[src/rtl/hub75_rx.sv]
// hub75_rx: HUB75 line receiver; captures shifted pixels, latches a line buffer and reads it back by column.
module hub75_rx #(
  parameter int NUM_PANELS = 1
) (
  input  logic       clk,
  input  logic       rst_n,
  input  logic       sclk,
  input  logic       lat,
  input  logic       oe_n,
  input  logic [3:0] addr,
  input  logic [2:0] rgb1,
  input  logic [2:0] rgb2,
  input  logic [7:0] rd_col,
  output logic [5:0] rd_data,
  output logic       line_vld,
  output logic [3:0] line_row,
  output logic       line_err,
  output logic [7:0] shift_cnt,
  output logic       lit
);
  localparam int WIDTH = 32 * NUM_PANELS;
  localparam int AW = $clog2(WIDTH);
  localparam logic [7:0] W8 = 8'(WIDTH);
  logic       s_sclk, s_lat, s_oe_n, p_sclk, p_lat;
  logic [3:0] s_addr;
  logic [2:0] s_rgb1, s_rgb2;
  logic       up, arm_sclk, arm_lat, seen;
  logic       sh, la, full;
  logic [5:0] pix;
  logic [7:0] cnt_nxt;
  logic [5:0] store [WIDTH];
  logic [5:0] store_nxt [WIDTH];
  logic [5:0] line_buf [WIDTH];
  // Edges only count once the signal has been seen low after reset.
  assign sh = s_sclk & ~p_sclk & arm_sclk;
  assign la = s_lat & ~p_lat & arm_lat;
  assign pix = {s_rgb1, s_rgb2};
  assign full = shift_cnt >= W8;
  assign cnt_nxt = sh && shift_cnt != W8 + 8'd1 ? shift_cnt + 8'd1 : shift_cnt;
  // Below WIDTH shifts, write by index; beyond it, slide so the newest pixel sits in the last column.
  always_comb begin
    for (int k = 0; k < WIDTH - 1; k++)
      store_nxt[k] = !sh ? store[k] : full ? store[k + 1] : shift_cnt == 8'(k) ? pix : store[k];
    store_nxt[WIDTH-1] = sh && (full || shift_cnt == W8 - 8'd1) ? pix : store[WIDTH-1];
  end
  always_ff @(posedge clk or negedge rst_n) begin
    if (!rst_n) begin
      s_sclk    <= 1'b0;
      s_lat     <= 1'b0;
      s_oe_n    <= 1'b0;
      s_addr    <= 4'd0;
      s_rgb1    <= 3'd0;
      s_rgb2    <= 3'd0;
      p_sclk    <= 1'b0;
      p_lat     <= 1'b0;
      up        <= 1'b0;
      arm_sclk  <= 1'b0;
      arm_lat   <= 1'b0;
      seen      <= 1'b0;
      line_vld  <= 1'b0;
      line_row  <= 4'd0;
      line_err  <= 1'b0;
      shift_cnt <= 8'd0;
      lit       <= 1'b0;
      rd_data   <= 6'd0;
      for (int k = 0; k < WIDTH; k++) begin
        store[k]    <= 6'd0;
        line_buf[k] <= 6'd0;
      end
    end else begin
      s_sclk    <= sclk;
      s_lat     <= lat;
      s_oe_n    <= oe_n;
      s_addr    <= addr;
      s_rgb1    <= rgb1;
      s_rgb2    <= rgb2;
      p_sclk    <= s_sclk;
      p_lat     <= s_lat;
      up        <= 1'b1;
      arm_sclk  <= arm_sclk | (up & ~s_sclk);
      arm_lat   <= arm_lat | (up & ~s_lat);
      seen      <= seen | la;
      store     <= store_nxt;
      line_vld  <= la;
      shift_cnt <= la ? 8'd0 : cnt_nxt;
      lit       <= seen & ~s_oe_n;
      rd_data   <= rd_col < W8 ? line_buf[rd_col[AW-1:0]] : 6'd0;
      if (la) begin
        line_buf <= store_nxt;
        line_row <= s_addr;
        line_err <= cnt_nxt != W8;
      end
    end
  end
endmodule

[config.mk]
export PLATFORM = sky130hd
export DESIGN_NAME = hub75_rx
export DESIGN_NICKNAME = d
export VERILOG_FILES = /design/src/rtl/hub75_rx.sv
export SDC_FILE = /design/constraint.sdc
export NUM_CORES = 1
export LEC_CHECK = 0
export ABC_CLOCK_PERIOD_IN_PS = 2130
export CAP_MARGIN = 15
export CORE_MARGIN = 5
export CORE_UTILIZATION = 45
export CTS_BUF_LIST = sky130_fd_sc_hd__clkbuf_4 sky130_fd_sc_hd__clkbuf_8 sky130_fd_sc_hd__clkbuf_16
export DETAILED_ROUTE_END_ITERATION = 10
export PLACE_DENSITY = 0.61
export SYNTH_ARGS = -nofsm -noshare
export SYNTH_HDL_FRONTEND = slang
export SYNTH_SLANG_ARGS = --single-unit
[constraint.sdc]
create_clock -name clk -period 2.13 [get_ports clk]
set_input_delay 0.426 -clock clk [delete_from_list [all_inputs] [get_ports clk]]
set_output_delay 0.426 -clock clk [all_outputs]
set_load 0.01 [all_outputs]
== Word level (Yosys, flattened, before mapping) ==
Index checks and enable logic that the tools add are counted.
Word-level totals
  register bits: 424
  word-level logic and storage cells: 239
Cells by class
  $add $sub $neg: 1
  magnitude comparators: 3
  equal/unequal tests: 33
  mux-type cells: 100
  bitwise gates (word level): 16
  reduce and logical (&&, ||, !) cells: 4
Operator list (count)
  2-to-1 mux 6 bit: 97
  == test 8 x 5 -> 1 bit, second input constant: 16
  == test 8 x 4 -> 1 bit, second input constant: 8
  == test 8 x 3 -> 1 bit, second input constant: 4
  binary-select mux 6 bit (select 5 bit): 1
  == test 8 x 2 -> 1 bit, second input constant: 2
  2-to-1 mux 8 bit: 2
  inequality test 8 x 6 -> 1 bit, second input constant: 2
  adder 8 x 1 -> 8 bit, second input constant: 1
  == test 8 x 1 -> 1 bit, second input constant: 1
  greater-or-equal comparator 8 x 6 -> 1 bit, second input constant: 1
  logical NOT 8 bit: 1
  < comparator 8 x 6 -> 1 bit, second input constant: 1
  AND 1 bit: 7
  greater-or-equal comparator 6 bit, second input constant: 1
  NOT 5 -> 6 bit: 1
  NOT 1 bit: 5
  OR 1 bit: 3
  logical AND 1 bit: 2
  logical OR 1 bit: 1

== Depth between registers and ports, before layout ==
  depth in word-level cells: 6
  depth in mapped cells: 9
  mapped depth without buffers: 7

== Least setup slack after synthesis ==
No wires, ideal clock.
  kind: register to register
  start: register shift_cnt[1]
  end: register line_buf[121] (netlist name)
  data arrival time: 2.055 ns
  setup slack: -0.050 ns
  cell stages (with the launch flop): 8
  period minus slack after synthesis: 2.180 ns
  cells stage by stage: dfrtp_1 -> ha_1 -> or3b_1 -> buf_2 -> clkbuf_1 -> o32ai_1 -> a2bb2oi_1 -> mux2_2
RTL lines
  from (decl): RTL line 18  | output logic [7:0] shift_cnt,
  from (signal assigned): RTL line 85  | shift_cnt <= la ? 8'd0 : cnt_nxt;
  to (signal assigned): RTL line 89  | line_buf <= store_nxt;
  to (decl): RTL line 33  | logic [5:0] line_buf [WIDTH];

==> flow_metrics.env <==
export IMPL_htree_levels=2
export IMPL_startpoint_type="flop"
export IMPL_nets=1776
export IMPL_synth_seq_area_share_pct=54.7
export IMPL_grt_max_degree=81
export IMPL_numCtsBuffers=45
export IMPL_final_common_cell="dfrtp_1"
export IMPL_yosysWarnings=0
export IMPL_wl_met2_um=28200
export IMPL_area_growth_pct=26.5
export IMPL_grt_antenna_before_repair=1
export IMPL_min_from="sclk"
export IMPL_drt_pass1_iter_count=5
export IMPL_wl_met3_um=5330
export IMPL_grt_first_pass_wirelength_um=94600
export IMPL_hold_path_depth=1
export IMPL_vias_per_cell=6.23
export IMPL_dieArea_um2=47300
export IMPL_path_max_fanout=6
export IMPL_synth_avg_cell_area_um2=12.5
export IMPL_cts_sinks=424
export IMPL_initial_core_util_pct=45.2
export IMPL_vdd_drop_max_v=0.000577
export IMPL_r2r_start="shift_cnt[6]"
export IMPL_yosys_register_bits=424
export IMPL_std_cell_rows=76
export IMPL_final_cell_mix="dfrtp_1 (418), mux2_2 (184), buf_4 (165), o22a_1 (144), a22o_1 (75)"
export IMPL_r2r_setup_slack_ns=0.002
export IMPL_fill_cells=3462
export IMPL_portBuffers=43
export IMPL_tightest_slew_ns=0.667
export IMPL_wire_per_inst_um=26.5
export IMPL_cts_tree="done"
export IMPL_die_w_um=218
export IMPL_postLayoutCoreUtil_pct=57.2
export IMPL_wirelength_um=62700
export IMPL_top_layer="met5"
export IMPL_wl_met1_um=27500
export IMPL_required_ns=2.58
export IMPL_ant_nets=0
export IMPL_clockBufferDepth=3
export IMPL_crit_path_end_kind="flop"
export IMPL_ioPinCount=44
export IMPL_seq_area_um2=10600
export IMPL_finClkSkew_ns=0.0202
export IMPL_power_density_nw_per_um2=869
export IMPL_whs_endpoint="s_sclk"
export IMPL_multiInputGateArea_um2=8680
export IMPL_hold_ws_ns=0.291
export IMPL_root_buffer="clkbuf_16"
export IMPL_syn_nets=1580
export IMPL_first_iter_violations=1484
export IMPL_grt_util_all_layers_pct=26.1
export IMPL_route_detailed_drc=0
export IMPL_p_leak_nw=11.3
export IMPL_async_flop_share_pct=100
export IMPL_clkLatencyLatePin_ns=0.58
export IMPL_grt_pass1_vias=15104
export IMPL_worstSetupPathType="reg2reg"
export IMPL_fin_crit_ns=2.13
export IMPL_rsz0062_at_grt="yes"
export IMPL_ys_types=53
export IMPL_core_area_um2=42900
export IMPL_arrival_ns=2.58
export IMPL_syn_inst=1553
export IMPL_routabilityCongestion=0.941
export IMPL_drv_cap=0
export IMPL_syn_cell_area_um2=19400
export IMPL_routed_via_count=14755
export IMPL_fmax_ghz=0.470
export IMPL_ff2ff_path_depth=7
export IMPL_diodes=0
export IMPL_path_clk_slew_ns=0.06
export IMPL_reg2reg_to="line_buf[182]"
export IMPL_max_slew_margin_pct=55.3
export IMPL_hold_viol_final=0
export IMPL_dp_hpwl_um=42700
export IMPL_post_route_period_util_pct=99.9
export IMPL_synth_edf_count=0
export IMPL_die_y_um=218
export IMPL_layout_drive_gt1_share_pct=36.6
export IMPL_slew_violations=0
export IMPL_synth_ff_type="dfrtp_1"
export IMPL_worstHoldPathType="in2reg"
export IMPL_outcome="completed"
export IMPL_setup_viol=0
export IMPL_grt_overflow_total=0
## how the worst max path moves through the flow
stage                      start             to  cells past startpoint
global placement       rd_col[3]     rd_data[1]                      6
global route        shift_cnt[5]  line_buf[182]                      8
detailed placement     rd_col[3]     rd_data[0]                      6
finish              shift_cnt[6]  line_buf[182]                      7
CTS                 shift_cnt[3]  line_buf[130]                      7
floorplan           shift_cnt[1]       line_err                      7
## final cells by class
cell class	count	share of cell area [%]
Multi-Input combinational cell	992	35.4
Inverter	18	0.306
Sequential cell	424	43.3
Timing Repair Buffer	268	11.0
Tap cell	585	2.99
Clock buffer	65	5.63
Clock inverter	18	1.33
## cells in the mapped netlist (3+ instances only)
library cell | instances | area (um2)
o22ai_1 | 13 | 81.3
nand3_1 | 18 | 90.1
xnor2_1 | 4 | 35.0
nor2_1 | 77 | 289
mux2i_1 | 18 | 180
dfrtp_1 | 424 | 10600
o41ai_1 | 3 | 26.3
o21ai_0 | 44 | 220
a31oi_1 | 4 | 25.0
a211oi_1 | 11 | 82.6
o22a_1 | 144 | 1260
mux4_2 | 38 | 856
buf_4 | 6 | 45.0
buf_2 | 45 | 225
buf_6 | 3 | 33.8
ha_1 | 4 | 50.1
a21oi_1 | 74 | 370
or3_1 | 3 | 18.8
a2111oi_0 | 4 | 35.0
and2_1 | 11 | 68.8
nand3b_1 | 3 | 22.5
a22o_1 | 75 | 657
o2bb2ai_1 | 10 | 87.6
clkbuf_1 | 62 | 233
nor2_2 | 4 | 25.0
nand2_1 | 84 | 315
nand2b_1 | 12 | 75.1
o32ai_1 | 33 | 289
nand4_1 | 6 | 37.5
buf_1 | 3 | 11.3
or2_2 | 14 | 87.6
xor2_1 | 4 | 35.0
mux2_2 | 197 | 2220
a2bb2oi_1 | 36 | 315
nor2b_1 | 17 | 106
nor3_1 | 8 | 40.0
inv_1 | 16 | 60.1
## critical path, cell delays in order, from the launching register on
cell	delay, ns
dfrtp_1	0.42
or3_4	0.47
buf_6	0.15
nor3_4	0.22
clkbuf_16	0.22
a21oi_2	0.05
o22a_1	0.21
mux2_4	0.26
## state kept, by name (all words and copies together) (netlist names), 3 cells and up
signal	count
rd_data	6
shift_cnt	8
s_rgb2	3
line_row	4
line_buf	192
s_rgb1	3
store	192
s_addr	4
## per-layer routing
layer | track usage (%) | vias to the layer above
li1 | - | 6284
met4 | 7.90 | 2
met2 | 39.3 | 629
met1 | 37.7 | 7710
met3 | 6.41 | 130
met5 | 0 | -
## cells by family (layout without fill, tap and decap cells)
| family | Yosys count | after routing | share of synthesized area (%) |
|---|---|---|---|
| and+or+nand+nor | 263 | 263 | 6.36 |
| AOI/OAI and AO/OA | 463 | 463 | 18.3 |
| adders and majority gates | 4 | 4 | 0.258 |
| muxes | 253 | 253 | 16.8 |
| DFF | 424 | 424 | 54.7 |
| buffers and inverters | 137 | 369 | 3.18 |
| other | 1 | 1 | 0.0193 |
| xor gates and xnor gates | 8 | 8 | 0.361 |
## power by group
| part | internal (mW) | switching, mW | leakage, nW |
|---|---|---|---|
| logic | 1.59 | 1.63 | 4.69 |
| clock network | 5.60 | 3.34 | 0.850 |
| registers | 8.74 | 0.404 | 5.74 |
## repair_timing
action                                 4_1_cts  5_1_grt
pin swaps                                    0       16
buffers inserted                             8       10
gates cloned                                 1        3
endpoints found under the hold margin       28        0
setup endpoints to repair                  154      186
resized for setup                           55      119
hold buffers                                 1        0
## per-stage QoR
stage / instances / setup slack [ns] / total power [mW] / setup TNS, ns / area (um2)
after floorplan: 1553 / 0.00223 / 10.6 / 0 / 19400
after global placement: 2266 / -0.147 / 12.1 / -6.00 / 22000
after detailed placement: 2266 / -0.191 / 12.1 / -7.85 / 22000
after CTS: 2359 / -0.00292 / 21.1 / -0.00292 / 23900
after global routing: 2370 / -0.0550 / 22.0 / -0.392 / 24500
final: 2370 / 0.00178 / 21.3 / 0 / 24500
No activity file was read; power rests on OpenSTA's default activity.
